## config.mk

```make
export PLATFORM = sky130hd
export DESIGN_NAME = audio_stream_player_flat
export DESIGN_NICKNAME = d
export VERILOG_FILES = /design/src/rtl/audio_player_pkg.sv /design/src/rtl/audio_stream_player_if.sv /design/src/rtl/window_addr_counter.sv /design/src/rtl/audio_stream_player.sv /design/src/flat_wrapper.sv
export SDC_FILE = /design/constraint.sdc
export NUM_CORES = 1
export LEC_CHECK = 0
export BUFFER_PORTS_ARGS = -buffer_cell sky130_fd_sc_hd__buf_2
export CORE_MARGIN = 4
export CORE_UTILIZATION = 50
export DETAILED_ROUTE_END_ITERATION = 12
export PLACE_DENSITY = 0.75
export SYNTH_ARGS = -nofsm -noshare
export SYNTH_HDL_FRONTEND = slang
export SYNTH_SLANG_ARGS = --single-unit
```

## constraint.sdc

```tcl
create_clock -name clk -period 4.1 [get_ports clk]
set_input_delay 1.025 -clock clk [delete_from_list [all_inputs] [get_ports clk]]
set_output_delay 1.025 -clock clk [all_outputs]
set_load 0.005 [all_outputs]
```

## src/rtl/audio_player_pkg.sv

```systemverilog
// -----------------------------------------------------------------------------
// audio_player_pkg
// Shared types and constants for the audio stream player:
//   state_e     - player FSM states (encoding is exported on state_dbg)
//   SAMPLE_W    - width of one PCM sample
//   BYTEEN_ALL  - byte enable used for every flash read (full 32-bit word)
// -----------------------------------------------------------------------------
package audio_player_pkg;

  localparam int         SAMPLE_W   = 16;
  localparam logic [3:0] BYTEEN_ALL = 4'b1111;

  typedef enum logic [2:0] {
    IDLE = 3'd0,  // waiting for an accepted sample tick
    REQ  = 3'd1,  // read request presented to the flash controller
    WAIT = 3'd2,  // request accepted, waiting for read data
    EMIT = 3'd3   // audio frame presented for one cycle
  } state_e;

endpackage

```

## src/rtl/audio_stream_player_if.sv

```systemverilog
// -----------------------------------------------------------------------------
// audio_stream_player_if
// Pipelined flash read bus between the player (master) and the flash
// controller (slave).
//   address       - word address                        (master -> slave)
//   read          - read request                        (master -> slave)
//   byteenable    - byte lanes, always all four         (master -> slave)
//   waitrequest   - slave cannot accept the request     (slave -> master)
//   readdata      - returned 32-bit word                (slave -> master)
//   readdatavalid - readdata is valid this cycle        (slave -> master)
// -----------------------------------------------------------------------------
interface audio_stream_player_if
  import audio_player_pkg::*;
#(
  parameter int ADDR_W = 23
);

  logic [ADDR_W-1:0]             address;
  logic                          read;
  logic [$bits(BYTEEN_ALL)-1:0]  byteenable;
  logic                          waitrequest;
  logic [31:0]                   readdata;
  logic                          readdatavalid;

  modport master (
    output address, read, byteenable,
    input  waitrequest, readdata, readdatavalid
  );

  modport slave (
    input  address, read, byteenable,
    output waitrequest, readdata, readdatavalid
  );

endinterface

```

## src/rtl/window_addr_counter.sv

```systemverilog
// -----------------------------------------------------------------------------
// window_addr_counter
// Up/down word-address counter confined to the window [LO, HI].
//   clk, rst  - clock, synchronous active-high reset (address -> LO)
//   load      - load load_val (takes priority over advance)
//   load_val  - value loaded on load
//   advance   - step one word in the direction given by up
//   up        - 1 = increment, 0 = decrement
//   loop_en   - at the window edge: 1 = wrap to the other edge, 0 = hold
//   addr      - next word address to fetch
//   at_edge   - addr sits on the edge an advance in direction up would cross
// -----------------------------------------------------------------------------
module window_addr_counter #(
  parameter int                ADDR_W = 23,
  parameter logic [ADDR_W-1:0] LO     = '0,
  parameter logic [ADDR_W-1:0] HI     = '1
) (
  input  logic              clk,
  input  logic              rst,
  input  logic              load,
  input  logic [ADDR_W-1:0] load_val,
  input  logic              advance,
  input  logic              up,
  input  logic              loop_en,
  output logic [ADDR_W-1:0] addr,
  output logic              at_edge
);

  logic [ADDR_W-1:0] step_addr;

  // NOTE: every variable gets a default before any branch, so no path can
  // leave one unassigned and infer a latch.
  always_comb begin
    step_addr = addr;
    at_edge   = up ? (addr == HI) : (addr == LO);
    if (!at_edge) begin
      step_addr = up ? addr + ADDR_W'(1) : addr - ADDR_W'(1);
    end else if (loop_en) begin
      step_addr = up ? LO : HI;
    end
  end

  // NOTE: registers use non-blocking assignments so every flop samples the
  // values present before the clock edge, independent of block ordering.
  always_ff @(posedge clk) begin
    if (rst) begin
      addr <= LO;
    end else if (load) begin
      addr <= load_val;
    end else if (advance) begin
      addr <= step_addr;
    end
  end

endmodule

```

## src/rtl/audio_stream_player.sv

```systemverilog
// -----------------------------------------------------------------------------
// audio_stream_player
// Fetches packed PCM words from flash and emits one audio frame per accepted
// sample tick. Mono packs two samples per word (the second half is buffered
// so every other tick needs no read); stereo carries L in [15:0] and R in
// [31:16]. Playback runs forward or reverse inside [START_ADDR, END_ADDR],
// looping or stopping with done at the window edge.
//   clk, rst      - clock, synchronous active-high reset
//   play_forward  - 1 = ascending addresses, 0 = descending
//   pause         - sample ticks are ignored while high
//   restart       - pulse: return to the window start for current direction
//   loop_en       - 1 = wrap at the window edge, 0 = stop and raise done
//   sample_tick   - one-cycle pulse at the sample rate
//   flsh          - flash read bus (master side)
//   audio_out     - current frame, SAMPLE_W bits per channel
//   audio_valid   - one-cycle pulse when audio_out updates
//   done          - one-shot playback reached the window edge
//   tick_drop     - one-cycle pulse: a tick arrived while busy
//   state_dbg     - current FSM state encoding
// -----------------------------------------------------------------------------
module audio_stream_player
  import audio_player_pkg::*;
#(
  parameter int                ADDR_W     = 23,
  parameter int                NUM_CH     = 1,
  parameter logic [ADDR_W-1:0] START_ADDR = '0,
  parameter logic [ADDR_W-1:0] END_ADDR   = ADDR_W'(23'h7FFFF)
) (
  input  logic                       clk,
  input  logic                       rst,
  input  logic                       play_forward,
  input  logic                       pause,
  input  logic                       restart,
  input  logic                       loop_en,
  input  logic                       sample_tick,
  audio_stream_player_if.master      flsh,
  output logic [SAMPLE_W*NUM_CH-1:0] audio_out,
  output logic                       audio_valid,
  output logic                       done,
  output logic                       tick_drop,
  output logic [2:0]                 state_dbg
);

  localparam bit MONO    = (NUM_CH == 1);
  localparam int AUDIO_W = SAMPLE_W * NUM_CH;

  if (NUM_CH != 1 && NUM_CH != 2) begin : g_bad_num_ch
    $error("audio_stream_player: NUM_CH must be 1 (mono) or 2 (stereo)");
  end
  if (END_ADDR < START_ADDR) begin : g_bad_window
    $error("audio_stream_player: END_ADDR must be >= START_ADDR");
  end

  state_e              state_q, state_d;
  logic [SAMPLE_W-1:0] half_buf_q;
  logic                half_valid_q;
  logic                restart_pend_q;
  logic                emit_adv_q;    // current EMIT finishes its word
  logic                fetch_fwd_q;   // direction the current word was fetched in

  logic                tick_live;     // a tick that is not paused or done
  logic                tick_accept;
  logic                restart_now;   // restart applied at the next edge
  logic                discard;       // in-flight read data must be dropped
  logic                advance;
  logic                at_edge;
  logic [ADDR_W-1:0]   fetch_addr;
  logic [SAMPLE_W-1:0] rd_lo, rd_hi;

  assign rd_lo = flsh.readdata[SAMPLE_W-1:0];
  assign rd_hi = flsh.readdata[2*SAMPLE_W-1:SAMPLE_W];

  // Restart only takes effect in IDLE; elsewhere it is parked as pending so
  // the in-flight read can finish cleanly. It beats a simultaneous tick.
  assign restart_now = (restart || restart_pend_q) && (state_q == IDLE);
  assign tick_live   = sample_tick && !pause && !done;
  assign tick_accept = tick_live && (state_q == IDLE) && !restart_now;
  assign discard     = restart || restart_pend_q;
  assign advance     = (state_q == EMIT) && emit_adv_q;

  window_addr_counter #(
    .ADDR_W (ADDR_W),
    .LO     (START_ADDR),
    .HI     (END_ADDR)
  ) u_addr (
    .clk      (clk),
    .rst      (rst),
    .load     (restart_now),
    .load_val (play_forward ? START_ADDR : END_ADDR),
    .advance  (advance),
    .up       (fetch_fwd_q),
    .loop_en  (loop_en),
    .addr     (fetch_addr),
    .at_edge  (at_edge)
  );

  // ---------------------------------------------------------------------------
  // FSM
  // ---------------------------------------------------------------------------
  always_ff @(posedge clk) begin
    if (rst) begin
      state_q <= IDLE;
    end else begin
      state_q <= state_d;
    end
  end

  always_comb begin
    state_d   = state_q;
    flsh.read = 1'b0;
    case (state_q)
      IDLE: begin
        if (tick_accept) begin
          state_d = (MONO && half_valid_q) ? EMIT : REQ;
        end
      end
      REQ: begin
        flsh.read = 1'b1;
        if (!flsh.waitrequest) begin
          state_d = WAIT;
        end
      end
      WAIT: begin
        if (flsh.readdatavalid) begin
          state_d = discard ? IDLE : EMIT;
        end
      end
      EMIT:    state_d = IDLE;
      default: state_d = IDLE;
    endcase
  end

  assign flsh.address    = fetch_addr;
  assign flsh.byteenable = BYTEEN_ALL;
  assign state_dbg       = state_q;

  // ---------------------------------------------------------------------------
  // Datapath. audio_out/audio_valid are loaded on the edge that enters EMIT,
  // so they are visible during the EMIT cycle itself.
  // ---------------------------------------------------------------------------
  always_ff @(posedge clk) begin
    if (rst) begin
      audio_out      <= '0;
      audio_valid    <= 1'b0;
      done           <= 1'b0;
      tick_drop      <= 1'b0;
      // NOTE: the half buffer is an ordinary register, so it is cleared in
      // reset along with its valid flag; a stale half can never play.
      half_buf_q     <= '0;
      half_valid_q   <= 1'b0;
      restart_pend_q <= 1'b0;
      emit_adv_q     <= 1'b0;
      fetch_fwd_q    <= 1'b1;
    end else begin
      audio_valid <= 1'b0;
      tick_drop   <= tick_live && ((state_q != IDLE) || restart_now);

      if (restart_now) begin
        restart_pend_q <= 1'b0;
        half_valid_q   <= 1'b0;
        done           <= 1'b0;
      end else if (restart && (state_q != IDLE)) begin
        restart_pend_q <= 1'b1;
      end

      // Mono second half: no read, and the word is now fully consumed.
      if (MONO && tick_accept && half_valid_q) begin
        audio_out    <= AUDIO_W'(half_buf_q);
        audio_valid  <= 1'b1;
        half_valid_q <= 1'b0;
        emit_adv_q   <= 1'b1;
      end

      if ((state_q == WAIT) && flsh.readdatavalid && !discard) begin
        audio_valid <= 1'b1;
        fetch_fwd_q <= play_forward;
        if (MONO) begin
          // Forward plays the low half first; reverse plays the high half.
          audio_out    <= AUDIO_W'(play_forward ? rd_lo : rd_hi);
          half_buf_q   <= play_forward ? rd_hi : rd_lo;
          half_valid_q <= 1'b1;
          emit_adv_q   <= 1'b0;
        end else begin
          audio_out    <= AUDIO_W'(flsh.readdata);
          emit_adv_q   <= 1'b1;
        end
      end

      // The edge frame has just been emitted; stop here in one-shot mode.
      if (advance && at_edge && !loop_en) begin
        done <= 1'b1;
      end
    end
  end

endmodule

```

## src/flat_wrapper.sv

```systemverilog
// flat-port wrapper written by rule: the top's interface ports become plain ports
module audio_stream_player_flat import audio_player_pkg::*;
#(
  parameter int                ADDR_W     = 23,
  parameter int                NUM_CH     = 1,
  parameter logic [ADDR_W-1:0] START_ADDR = '0,
  parameter logic [ADDR_W-1:0] END_ADDR   = ADDR_W'(23'h7FFFF)
)
  (clk, rst, play_forward, pause, restart, loop_en, sample_tick, audio_out, audio_valid, done, tick_drop, state_dbg, flsh_address, flsh_read, flsh_byteenable, flsh_waitrequest, flsh_readdata, flsh_readdatavalid);
  audio_stream_player_if #(.ADDR_W(ADDR_W)) flsh_i ();
  input  logic clk;
  input  logic rst;
  input  logic play_forward;
  input  logic pause;
  input  logic restart;
  input  logic loop_en;
  input  logic sample_tick;
  output logic [SAMPLE_W*NUM_CH-1:0] audio_out;
  output logic audio_valid;
  output logic done;
  output logic tick_drop;
  output logic [2:0] state_dbg;
  output wire logic [$bits(flsh_i.address)-1:0] flsh_address;
  output wire logic [$bits(flsh_i.read)-1:0] flsh_read;
  output wire logic [$bits(flsh_i.byteenable)-1:0] flsh_byteenable;
  input wire logic [$bits(flsh_i.waitrequest)-1:0] flsh_waitrequest;
  input wire logic [$bits(flsh_i.readdata)-1:0] flsh_readdata;
  input wire logic [$bits(flsh_i.readdatavalid)-1:0] flsh_readdatavalid;
  assign flsh_address = flsh_i.address;
  assign flsh_read = flsh_i.read;
  assign flsh_byteenable = flsh_i.byteenable;
  assign flsh_i.waitrequest = flsh_waitrequest;
  assign flsh_i.readdata = flsh_readdata;
  assign flsh_i.readdatavalid = flsh_readdatavalid;
  audio_stream_player #(.ADDR_W(ADDR_W), .NUM_CH(NUM_CH), .START_ADDR(START_ADDR), .END_ADDR(END_ADDR)) u_core (.clk(clk), .rst(rst), .play_forward(play_forward), .pause(pause), .restart(restart), .loop_en(loop_en), .sample_tick(sample_tick), .flsh(flsh_i), .audio_out(audio_out), .audio_valid(audio_valid), .done(done), .tick_drop(tick_drop), .state_dbg(state_dbg));
endmodule
```

==> results of run 1 <==
[layout by cell type, fill, tap and decap left out, types with 4 or more instances in the layout]
cell type / synthesis / final
xnor2_1: 14 / 14
mux2i_1: 33 / 33
o21ai_1: 4 / 4
nor3_2: 9 / 9
nand2_1: 16 / 16
inv_1: 14 / 14
buf_2: 2 / 85
o21ai_0: 15 / 15
nand3_1: 5 / 5
nor2b_1: 19 / 19
nor3_1: 7 / 7
a211oi_1: 58 / 58
conb_1: 2 / 5
o21bai_1: 4 / 4
nand4_1: 9 / 9
a21oi_1: 41 / 41
clkbuf_8: 0 / 9
dfxtp_1: 64 / 64
ha_1: 21 / 21
a31oi_1: 4 / 4
a21o_1: 4 / 4
buf_4: 5 / 6
nor2_1: 57 / 57
[power by group through the flow]
| stage | combinational (W) | clock [W] | sequential [W] |
|---|---|---|---|
| floorplan | 0.000174 | 0 | 0.000680 |
| global placement | 0.000238 | 0 | 0.000687 |
| global route | 0.000272 | 0.000669 | 0.000679 |
| CTS | 0.000244 | 0.000640 | 0.000674 |
| finish | 0.000244 | 0.000630 | 0.000674 |
| detailed placement | 0.000243 | 0 | 0.000689 |
[area by class of cell]
| type | count | area, um^2 | area share [%] |
|---|---|---|---|
| well taps | 102 | 128 | 2.68 |
| clock inverters | 7 | 105 | 2.21 |
| inverters | 14 | 52.6 | 1.11 |
| clock buffers | 9 | 124 | 2.61 |
| multi-input cells | 374 | 2590 | 54.5 |
| repair buffers | 91 | 470 | 9.90 |
| flip-flops and latches | 64 | 1280 | 27.0 |
[final timing paths]
kind | end | cells past startpoint
worst max register to register | u_core.u_addr.addr[22] | 11
worst min-delay path | u_core.half_valid_q | 2
worst min register to register | u_core.half_valid_q | 2
worst max-delay path | u_core.u_addr.addr[22] | 11
[metal layers]
layer	part of all wire [%]	up-vias
met5	0	-
met2	48	109
met1	43	1767
li1	-	1933
met4	1.9	0
met3	6.8	16
[cell usage after synthesis, types with 14 or more instances]
cell type | number | share of area (%)
a21oi_1 | 41 | 5.0
ha_1 | 21 | 6.4
inv_1 | 14 | 1.3
dfxtp_1 | 64 | 31
a211oi_1 | 58 | 11
nor2b_1 | 19 | 2.9
mux2i_1 | 33 | 8.1
o21ai_0 | 15 | 1.8
xnor2_1 | 14 | 3.0
nand2_1 | 16 | 1.5
nor2_1 | 57 | 5.2
clkbuf_1 | 19 | 1.7
[logic make-up (layout without fill, tap and decap cells)]
logic type      after synthesis  after routing
mux                          33             33
other cells                   2              5
fa+ha+maj                    22             22
simple gates                148            148
xor+xnor                     16             16
flops                        64             64
buf+inv                      48            121
compound gates              150            150
[critical path, delay by kind of cell (launching register included)]
kind | cells | cell delay (ps)
compound gates | 7 | 1340
fa+ha+maj | 1 | 520
buf+inv | 1 | 430
flops | 1 | 470
mux | 1 | 300
simple gates | 1 | 180
[registers in the layout, summed over array words and instances, names as in the netlist]
register               count
u_core.audio_out          16
u_core.audio_valid         1
u_core.done                1
u_core.emit_adv_q          1
u_core.fetch_fwd_q         1
u_core.half_buf_q         16
u_core.half_valid_q        1
u_core.restart_pend_q      1
u_core.state_dbg           2
u_core.tick_drop           1
u_core.u_addr.addr        23
[metrics by stage]
step / std cells / setup slack (ps) / instance area [um^2] / total power (W)
detailed placement: 645 / 787 / 4520 / 0.000932
CTS: 661 / 754 / 4750 / 0.00156
global placement: 645 / 847 / 4520 / 0.000926
floorplan: 486 / 1210 / 4090 / 0.000854
global route: 661 / 476 / 4750 / 0.00162
finish: 661 / 731 / 4750 / 0.00155
==> metrics.md, run 1 <==
| Metric | Value |
|---|---|
| Site Rows | 32 |
| CTS sink count | 64 |
| Hold_ws | 475 ps |
| All-layer global routing usage | 21.0% |
| Min Tclk post-route | 3370 ps |
| Pin count of the biggest net entering global routing | 50 |
| Register share of total power | 43.6% |
| Hpwl dp | 7260 um |
| Post-synthesis compound-gate area fraction | 24.7% |
| Maxcap violations | 0 |
| Worst vdd ir | 0.212 mV |
| Yosys warnings | 0 |
| GPL Wtd Cong | 0.970 |
| Clock root cell | clkbuf_8 |
| Clock Power Share | 40.7% |
| CTS Buffer Depth | 2 |
| Data arrival, critical path | 3590 ps |
| Met1 global-route usage | 26.8% |
| Crit path kind | flip-flop to flip-flop |
| Syn avg cell area | 8.45 um^2 |
| Tightest Pin Transition | 800 ps |
| Ys flop type | dfxtp_1 |
| Clock slew seen by the registers of the worst setup and hold paths | 80 ps |
| Register area share after synthesis | 31.4% |
| Final antenna-violating net count | 0 |
| Initial DRC Count | 128 |
| Syn Inst Count | 483 |
| Worst reg2reg setup slack | 730 ps |
| IO Count | 91 |
| Crit-path cells | inv_1, ha_1, nor2b_1, o31a_1, o211ai_1, a21bo_2, a211oi_1, mux2i_1, a21oi_1, o21ai_1, o31ai_1 |
| R2R Path Start | u_core.fetch_fwd_q |
| Worst path slowest cell | ha_1 |
| Die area | 9670 um^2 |
| PD cells | 326 nW/um^2 |
| Sw frac | 29.2% |
| Gate power share | 15.8% |
| XOR/XNOR share of the synthesized area | 3.43% |
| Hold buffer count at cts | 0 |
| Slew headroom | 46.6% |
| Gr ovfl total | 0 |
| Hold path start | u_core.half_valid_q |
| Starting Density | 52.0% |
| Post-synth EDFFs | 0 |
| Antenna Cells | 0 |
| Worst Setup SP | u_core.fetch_fwd_q |
| CTS tree | built |
| Post-synthesis mux area share | 8.09% |
| Area delta synth->final | 16.5% |
| Die width | 98.4 um |
| Fin. Hold Viols | 0 |
| Nets@finish | 617 |
| Library cells used by synthesis | 58 |
| Max FO, Critical Path | 24 |
| Post-Synth Adder-Cell Area | 6.93% |
| Worst min-delay path class | flip-flop to flip-flop |
| Via/cell ratio | 5.79 |
| Met3 global-route usage | 5.29% |
| Post-Syn Area | 4080 um^2 |
| PostCTS Resize Cnt | 0 |
| Drc violations | 0 |
| Clk_skew | 14.4 ps |
| TritonCTS Buffers | 9 |
| Seq cells post-synth | 64 |
| Clock Latency Late Sink | 350 ps |
| Pins Over Slew Limit | 0 |
| Fin crit share | 82.2% |
| Area fraction in and, or, nand and nor cells after synthesis | 19.9% |
| Critical Path RT | 4320 ps |
| Startpoint types | flip-flop |
| H-tree levels | 3 |
| Critical Path Sink Type | flip-flop |
| Die Height | 98.4 um |
| # port buffers | 85 |
| Core area | 7850 um^2 |
| Switch Pwr | 0.000452 W |
| Met2 Use GR | 34.1% |
| Design internal power | 0.00110 W |
| Largest family of logic cells by synthesized area | compound AO/OA/AOI/OAI gates |
| WL per Instance | 15.5 um |
| Final Core Density | 60.6% |
| Max Clock Freq | 297 MHz |
| Share of cells above drive strength 1 | 22.5% |
| Initial antenna violation count | 0 |
| FILL cells | 723 |
| RSZ-0062 raised after global routing | false |
| Vias in the first global route | 3605 |
| Static leakage | 2.10 nW |
| Critical Path Max Stage Delay | 520 ps |
| Final setup TNS | 0 ps |
| Routed vias | 3825 |
| GRT busiest layer | met2 |
| Drt pass-1 iters | 4 |
| Postcts setup bufs | 0 |
| Synth async-reset ratio | 0% |
| Final WL | 10300 um |
| Status | complete, no violations |
| First-pass GRT wire length | 17100 um |
| Final setup viols | 0 |
No activity file was read; power rests on OpenSTA's default activity.
==> inputs of run 2 (changes only) <==
==> constraint.sdc (replaced) <==
create_clock -name clk -period 3.4 [get_ports clk]
set_input_delay 0.85 -clock clk [delete_from_list [all_inputs] [get_ports clk]]
set_output_delay 0.85 -clock clk [all_outputs]
set_load 0.005 [all_outputs]
==> metrics.md, run 2 (synthesized netlist as in run 1, its figures left out) <==
| Metric | Value |
|---|---|
| CP top delay family | compound AO/OA/AOI/OAI gates |
| CTS sink count | 64 (unchanged) |
| Pins Over Slew Limit | 0 (unchanged) |
| Worst R2R Path Depth | 11 (unchanged) |
| GPL Wtd Cong | 0.969 (about the same) |
| Biggest regs | u_core.u_addr.addr x23, u_core.audio_out x16, u_core.half_buf_q x16 |
| Routed vias | 3920 (+2.5%) |
| Die area | 9670 um^2 (unchanged) |
| Via/cell ratio | 5.89 (+1.7%) |
| R2R Path Start | u_core.fetch_fwd_q |
| Final antenna-violating net count | 0 (unchanged) |
| Area delta synth->final | 17.7% |
| Final setup viols | 0 (unchanged) |
| Biggest register | u_core.u_addr.addr |
| Maxcap violations | 0 (unchanged) |
| Slew headroom | 58.0% (+11 points) |
| Drt pass-1 iters | 5 (+1) |
| Data arrival, critical path | 3350 ps (-240 ps) |
| Crit path kind | flip-flop to flip-flop |
| Worst vdd ir | 0.275 mV (+30%) |
| Fin. Hold Viols | 0 (unchanged) |
| Site Rows | 32 (unchanged) |
| Startpoint types | flip-flop |
| Nets@finish | 622 (+0.81%) |
| Hold buffer count at cts | 0 (unchanged) |
| Die Height | 98.4 um (unchanged) |
| Hold Crit Depth | 2 (unchanged) |
| Worst Setup SP | u_core.fetch_fwd_q |
| Share of cells above drive strength 1 | 23.4% (+0.86 points) |
| Min Tclk post-route | 3080 ps (-289 ps) |
| CTS tree | built |
| Critical Path Sink Type | flip-flop |
| Core area | 7850 um^2 (unchanged) |
| FILL cells | 709 (-1.9%) |
| WL per Instance | 15.6 um (+0.72%) |
| Most used cell, CP | o21ai_0 |
| Worst Path Buf+Inv | 1 (unchanged) |
| Die width | 98.4 um (unchanged) |
| Final setup TNS | 0 ps (unchanged) |
| Critical Path RT | 3670 ps (-650 ps) |
| Static leakage | 2.11 nW (+0.82%) |
| Area of the multi-input gates | 2600 um^2 (+0.24%) |
| H-tree levels | 3 (unchanged) |
| Final WL | 10400 um (+1.5%) |
| Setup crit end | u_core.u_addr.addr[21] |
| PD cells | 393 nW/um^2 (+21%) |
| Hpwl dp | 7470 um (+2.9%) |
| Initial antenna violation count | 0 (unchanged) |
| Vias in the first global route | 3724 (+3.3%) |
| Drc violations | 0 (unchanged) |
| Pin count of the biggest net entering global routing | 50 (unchanged) |
| Sequential Area | 1280 um^2 (unchanged) |
| Clock slew seen by the registers of the worst setup and hold paths | 70 ps (about the same) |
| Worst min-delay path class | flip-flop to flip-flop |
| CTS Buffer Depth | 2 (unchanged) |
| Tightest Pin Transition | 630 ps (-170 ps) |
| RSZ-0062 raised after global routing | false |
| All-layer global routing usage | 21.4% (+0.33 points) |
| Status | complete, no violations |
| Starting Density | 52.0% (unchanged) |
| Max FO, Critical Path | 8 (-67%) |
| RR Endpoint | u_core.u_addr.addr[21] |
| IO Count | 91 (unchanged) |
| Worst reg2reg setup slack | 320 ps (-410 ps) |
| Gr ovfl total | 0 (unchanged) |
| Clk_skew | 7.91 ps (-6.46 ps) |
| Crit path depth | 11 (unchanged) |
| Clock root cell | clkbuf_8 |
| Initial DRC Count | 127 (-0.78%) |
| Most common cell after layout, fill and taps aside | buf_2 |
| Max Clock Freq | 325 MHz (+9.4%) |
| TritonCTS Buffers | 9 (unchanged) |
| Fin crit share | 90.6% (+8.4 points) |
| Crit-path cells | clkinvlp_4, ha_1, a21o_1, a41oi_1, o21ai_1, o31ai_2, o21ai_0, a21oi_1, o31ai_1, xnor2_1, o21ai_0 |
| Final Core Density | 61.2% (+0.64 points) |
| Commonest non-fill, non-tap cells in the layout | 85 x buf_2, 64 x dfxtp_1, 57 x nor2_1, 57 x a211oi_1, 41 x a21oi_1 |
| Critical Path Max Stage Delay | 530 ps (about the same) |
| First-pass GRT wire length | 17200 um (+0.77%) |
| Clock Latency Late Sink | 350 ps (about the same) |
| Max FFs per register | 23 (unchanged) |
| Worst path slowest cell | dfxtp_1 |
| # port buffers | 85 (unchanged) |
| Antenna Cells | 0 (unchanged) |
==> run 2: stage by stage <==
stage               power, W  std cells  area [um^2]  hold WS, ps  worst slack (ps)
floorplan            0.00103        486         4090          448               514
global placement     0.00112        648         4550          456               384
detailed placement   0.00113        648         4550          474               271
CTS                  0.00189        664         4780          484               231
global route         0.00196        666         4800          502              83.7
finish               0.00189        666         4800          485               321
==> run 2: how the worst min path moves through the flow <==
| stage | from | slack, ps | endpoint |
|---|---|---|---|
| 6_report | u_core.half_valid_q | 480 | u_core.half_valid_q |
| 5_1_grt | u_core.half_valid_q | 500 | u_core.half_valid_q |
| 4_1_cts | u_core.emit_adv_q | 480 | u_core.emit_adv_q |
| 3_5_place_dp | u_core.emit_adv_q | 470 | u_core.emit_adv_q |
| 3_3_place_gp | u_core.half_valid_q | 460 | u_core.half_valid_q |
| 2_1_floorplan | u_core.emit_adv_q | 450 | u_core.emit_adv_q |
==> run 2: cell type report <==
type                            instances  area share (%)
Inverter                               14            1.17
Timing Repair Buffer                   96            10.6
Multi-Input combinational cell        374            54.1
Tap cell                              102            2.66
Clock buffer                           12            3.23
Clock inverter                          4            1.59
Sequential cell                        64            26.7
==> run 2: worst min-delay path, delay by kind of cell (launching register included) <==
| kind | cells | cell delay (ps) |
|---|---|---|
| flops | 1 | 320 |
| simple gates | 1 | 70 |
| compound gates | 1 | 60 |
==> run 2: what timing repair did <==
| action | CTS | global route |
|---|---|---|
| gates resized for setup | 0 | 3 |
| setup endpoints to repair | 0 | 2 |
| setup buffers | 0 | 2 |
==> run 2: per-layer routing <==
| layer | GRT usage [%] | vias to the layer above | share of wire (%) |
|---|---|---|---|
| met5 | 0 | - | 0 |
| met4 | 8.72 | 0 | 2.1 |
| met3 | 6.29 | 19 | 7.2 |
| met2 | 35.8 | 115 | 48 |
| met1 | 25.5 | 1840 | 43 |
| li1 | - | 1946 | - |
==> run 2: where the power goes <==
group | switching [W] | total, W | internal [W]
sequential | 0.0000360 | 0.000812 | 0.000776
clock | 0.000320 | 0.000775 | 0.000455
combinational | 0.000173 | 0.000300 | 0.000127
total | 0.000529 | 0.00189 | 0.00136
==> inputs of run 3 (changes only) <==
--- a/config.mk
+++ b/config.mk
@@ -9,7 +9,8 @@
 export CORE_MARGIN = 4
 export CORE_UTILIZATION = 50
 export DETAILED_ROUTE_END_ITERATION = 12
-export PLACE_DENSITY = 0.75
+export PLACE_DENSITY = 0.74
 export SYNTH_ARGS = -nofsm -noshare
 export SYNTH_HDL_FRONTEND = slang
+export SYNTH_HIERARCHICAL = 1
 export SYNTH_SLANG_ARGS = --single-unit
==> metrics.md, run 3 <==
| Metric | Value |
|---|---|
| Syn Inst Count | 522 (+8.1%) |
| Final std cells w/o fill | 707 (+6.2%) |
| Worst Path Buf+Inv | 1 (unchanged) |
| IO Count | 91 (unchanged) |
| Sw frac | 29.7% (+1.7 points) |
| Core area | 8640 um^2 (+10%) |
| Seq cells post-synth | 64 (unchanged) |
| Ys flop type | dfxtp_1 |
| Yosys warnings | 6 (+6) |
| Via/cell ratio | 5.93 (+0.69%) |
| First-pass GRT wire length | 18400 um (+7.0%) |
| Nets@finish | 657 (+5.6%) |
| CTS sink count | 64 (unchanged) |
| Clock root cell | clkbuf_8 |
| Max Clock Freq | 342 MHz (+5.4%) |
| Total power | 0.00178 W (-5.6%) |
| Final setup viols | 0 (unchanged) |
| Syn avg cell area | 8.45 um^2 (about the same) |
| Most common cell after layout, fill and taps aside | buf_2 |
| Clock slew seen by the registers of the worst setup and hold paths | 80 ps (about the same) |
| Slew headroom | 48.9% (-9.1 points) |
| Register area share after synthesis | 29.0% (-2.3 points) |
| Biggest register | u_core/u_addr/addr |
| Clock Power Share | 36.9% (-4.2 points) |
| Startpoint types | flip-flop |
| Min Tclk post-route | 2920 ps (-158 ps) |
| CTS Buffer Depth | 2 (unchanged) |
| Worst R2R Path Depth | 10 (-1) |
| Crit path depth | 10 (-1) |
| Library cells used by synthesis | 61 (+5.2%) |
| Worst path slowest cell | o41ai_4 |
| Final Core Density | 58.2% (-3.0 points) |
| Biggest regs | u_core/u_addr/addr x23, u_core/audio_out x16, u_core/half_buf_q x16 |
| Drt pass-1 iters | 5 (unchanged) |
| All-layer global routing usage | 21.7% (+0.36 points) |
| CTS tree | built |
| Hold buffer count at cts | 0 (unchanged) |
| WL per Instance | 15.9 um (+1.7%) |
| CP top delay family | compound AO/OA/AOI/OAI gates |
| Initial DRC Count | 262 (+110%) |
| Status | complete, no violations |
| Worst min-delay path class | flip-flop to flip-flop |
| RR Endpoint | u_core/u_addr/addr[12] |
| Fin crit share | 85.9% (-4.6 points) |
| Die area | 10400 um^2 (+7.4%) |
| Drc violations | 0 (unchanged) |
| Gate power share | 17.1% (+1.2 points) |
| Static leakage | 2.18 nW (+3.2%) |
| Final antenna-violating net count | 0 (unchanged) |
| Cells after DPL | 691 (+6.6%) |
| Hpwl dp | 7860 um (+5.3%) |
| Register share of total power | 46.0% (+3.0 points) |
| Final WL | 11200 um (+7.9%) |
| Worst reg2reg setup slack | 480 ps (+160 ps) |
| Die width | 102 um (+3.6%) |
| Main area contributors after synthesis | dfxtp_1 29%, a211oi_1 6.0%, ha_1 6.0%, nand2_1 4.6%, a21oi_1 4.0% |
| Design internal power | 0.00125 W (-7.8%) |
| Share of the synthesized area in the top cell type | 29.0% (-2.3 points) |
| Critical Path Max Stage Delay | 460 ps (-70 ps) |
| Vias in the first global route | 3994 (+7.3%) |
| Crit path kind | flip-flop to flip-flop |
| Max FFs per register | 23 (unchanged) |
| Share of cells above drive strength 1 | 23.0% (-0.37 points) |
| Routed vias | 4190 (+6.9%) |
| Gr ovfl total | 0 (unchanged) |
| Critical Path RT | 3650 ps (-20 ps) |
| PD cells | 354 nW/um^2 (-9.8%) |
| Maxcap violations | 0 (unchanged) |
| Data arrival, critical path | 3170 ps (-180 ps) |
| Starting Density | 51.1% (-0.94 points) |
| Post-synthesis compound-gate area fraction | 27.8% (+3.1 points) |
| Initial antenna violation count | 0 (unchanged) |
| Worst Setup SP | u_core/fetch_fwd_q |
| Switch Pwr | 0.000529 W (about the same) |
| # port buffers | 85 (unchanged) |
| Post-synth EDFFs | 0 (unchanged) |
| Site Rows | 34 (+6.3%) |
| Post-Synth Adder-Cell Area | 6.41% (-0.52 points) |
| Postcts setup bufs | 0 (unchanged) |
| PostCTS Resize Cnt | 0 (unchanged) |
| XOR/XNOR share of the synthesized area | 3.97% (+0.54 points) |
| Largest family of logic cells by synthesized area | compound AO/OA/AOI/OAI gates |
| R2R Path Start | u_core/fetch_fwd_q |
| H-tree levels | 3 (unchanged) |
| Clock Latency Late Sink | 350 ps (about the same) |
| Area fraction in and, or, nand and nor cells after synthesis | 22.3% (+2.4 points) |
| RSZ-0062 raised after global routing | false |
| Most frequent cells after synthesis | 64 x dfxtp_1, 54 x nand2_1, 35 x a211oi_1, 35 x a21oi_1, 35 x nor2_1 |
| FILL cells | 797 (+12%) |
| Area delta synth->final | 14.0% |
| Critical Path Sink Type | flip-flop |
| Pins Over Slew Limit | 0 (unchanged) |
| Synth async-reset ratio | 0% (unchanged) |
| Post-Syn Area | 4410 um^2 (+8.1%) |
| Most frequent cell after synthesis | dfxtp_1 |
| Antenna Cells | 0 (unchanged) |
| Tightest Pin Transition | 764 ps (+134 ps) |
| Post-synthesis mux area share | 3.63% (-4.5 points) |
| Die Height | 102 um (+3.6%) |
| Area leader, netlist | dfxtp_1 |
| TritonCTS Buffers | 9 (unchanged) |
| Clk_skew | 11.5 ps (+3.55 ps) |
| Crit-path cells | inv_1, ha_1, o211ai_1, a21oi_2, o41ai_4, nor2_1, a211oi_1, xnor2_1, a21oi_1, a2111oi_2 |
| Max FO, Critical Path | 13 (+5) |
| Commonest non-fill, non-tap cells in the layout | 85 x buf_2, 64 x dfxtp_1, 54 x nand2_1 |
| Pin count of the biggest net entering global routing | 49 (-2.0%) |
| GPL Wtd Cong | 0.920 (-5.1%) |
| Setup crit end | u_core/u_addr/addr[12] |
| Final setup TNS | 0 ps (unchanged) |
| Worst vdd ir | 0.221 mV (-20%) |
| Fin. Hold Viols | 0 (unchanged) |
## run 3: cell types whose count changed after synthesis, moves of 9 or more
cell	previous run	this run
a211oi_1	58	35
nand2_1	16	54
nor3_1	7	24
nor2_1	57	35
a2111oi_2	0	9
mux2i_1	33	16
o21ai_0	15	4
nand2b_1	3	16
a311oi_1	0	14
## run 3: through the flow
step	worst slack (ps)	hold slack (ps)	instance area [um^2]
final	478	490	5030
after global routing	213	511	5030
after CTS	498	482	5030
after detailed placement	510	479	4830
after global placement	643	472	4830
after floorplan	761	462	4440
## run 3: worst register-to-register path, cell delays in order, from the launching register on
cell and delay, ps:
dfxtp_1 450, inv_1 290, ha_1 450, o211ai_1 230, a21oi_2 80, o41ai_4 460
nor2_1 80, a211oi_1 300, xnor2_1 160, a21oi_1 100, a2111oi_2 230
## run 3: cell families (layout without fill, tap and decap cells)
family / after synthesis / after routing
simple gates: 187 / 187
compound gates: 154 / 154
flops: 64 / 64
buf+inv: 57 / 127
fa+ha+maj: 22 / 22
xor+xnor: 20 / 20
mux: 16 / 16
other cells: 2 / 9
## run 3: worst min-delay path by stage
stage / depth (start not counted) / endpoint / start / slack (ps)
global placement: 2 / u_core/audio_out[8] / u_core/half_buf_q[8] / 470
global route: 2 / u_core/emit_adv_q / u_core/emit_adv_q / 510
finish: 2 / u_core/audio_out[1] / u_core/half_buf_q[1] / 490
floorplan: 2 / u_core/audio_out[1] / u_core/half_buf_q[1] / 460
detailed placement: 2 / u_core/audio_out[6] / u_core/audio_out[6] / 480
CTS: 2 / u_core/audio_out[10] / u_core/half_buf_q[10] / 480
## run 3: power by group through the flow
stage	Clock [W]	Combinational (W)	Sequential (W)
after global placement	0	0.000294	0.000836
after global routing	0.000711	0.000335	0.000825
final	0.000657	0.000305	0.000820
after CTS	0.000676	0.000303	0.000820
after floorplan	0	0.000212	0.000828
after detailed placement	0	0.000302	0.000837
## run 3: routing by layer
metal / wire [um] / up-vias / track usage [%]
met4: 151 / 0 / 8.07
met3: 645 / 12 / 3.96
met2: 5470 / 115 / 37.0
li1: - / 2070 / -
met5: 0 / - / 0
met1: 4960 / 1993 / 27.5
## run 3: layout make-up
type	instances	area [um^2]	share of cell area [%]
multi-input combinational	408	2870	57.0
sequential	64	1280	25.5
timing repair buffer	92	478	9.51
inverter	19	71.3	1.42
clock inverter	7	70.1	1.39
tap	108	135	2.69
clock buffer	9	124	2.46
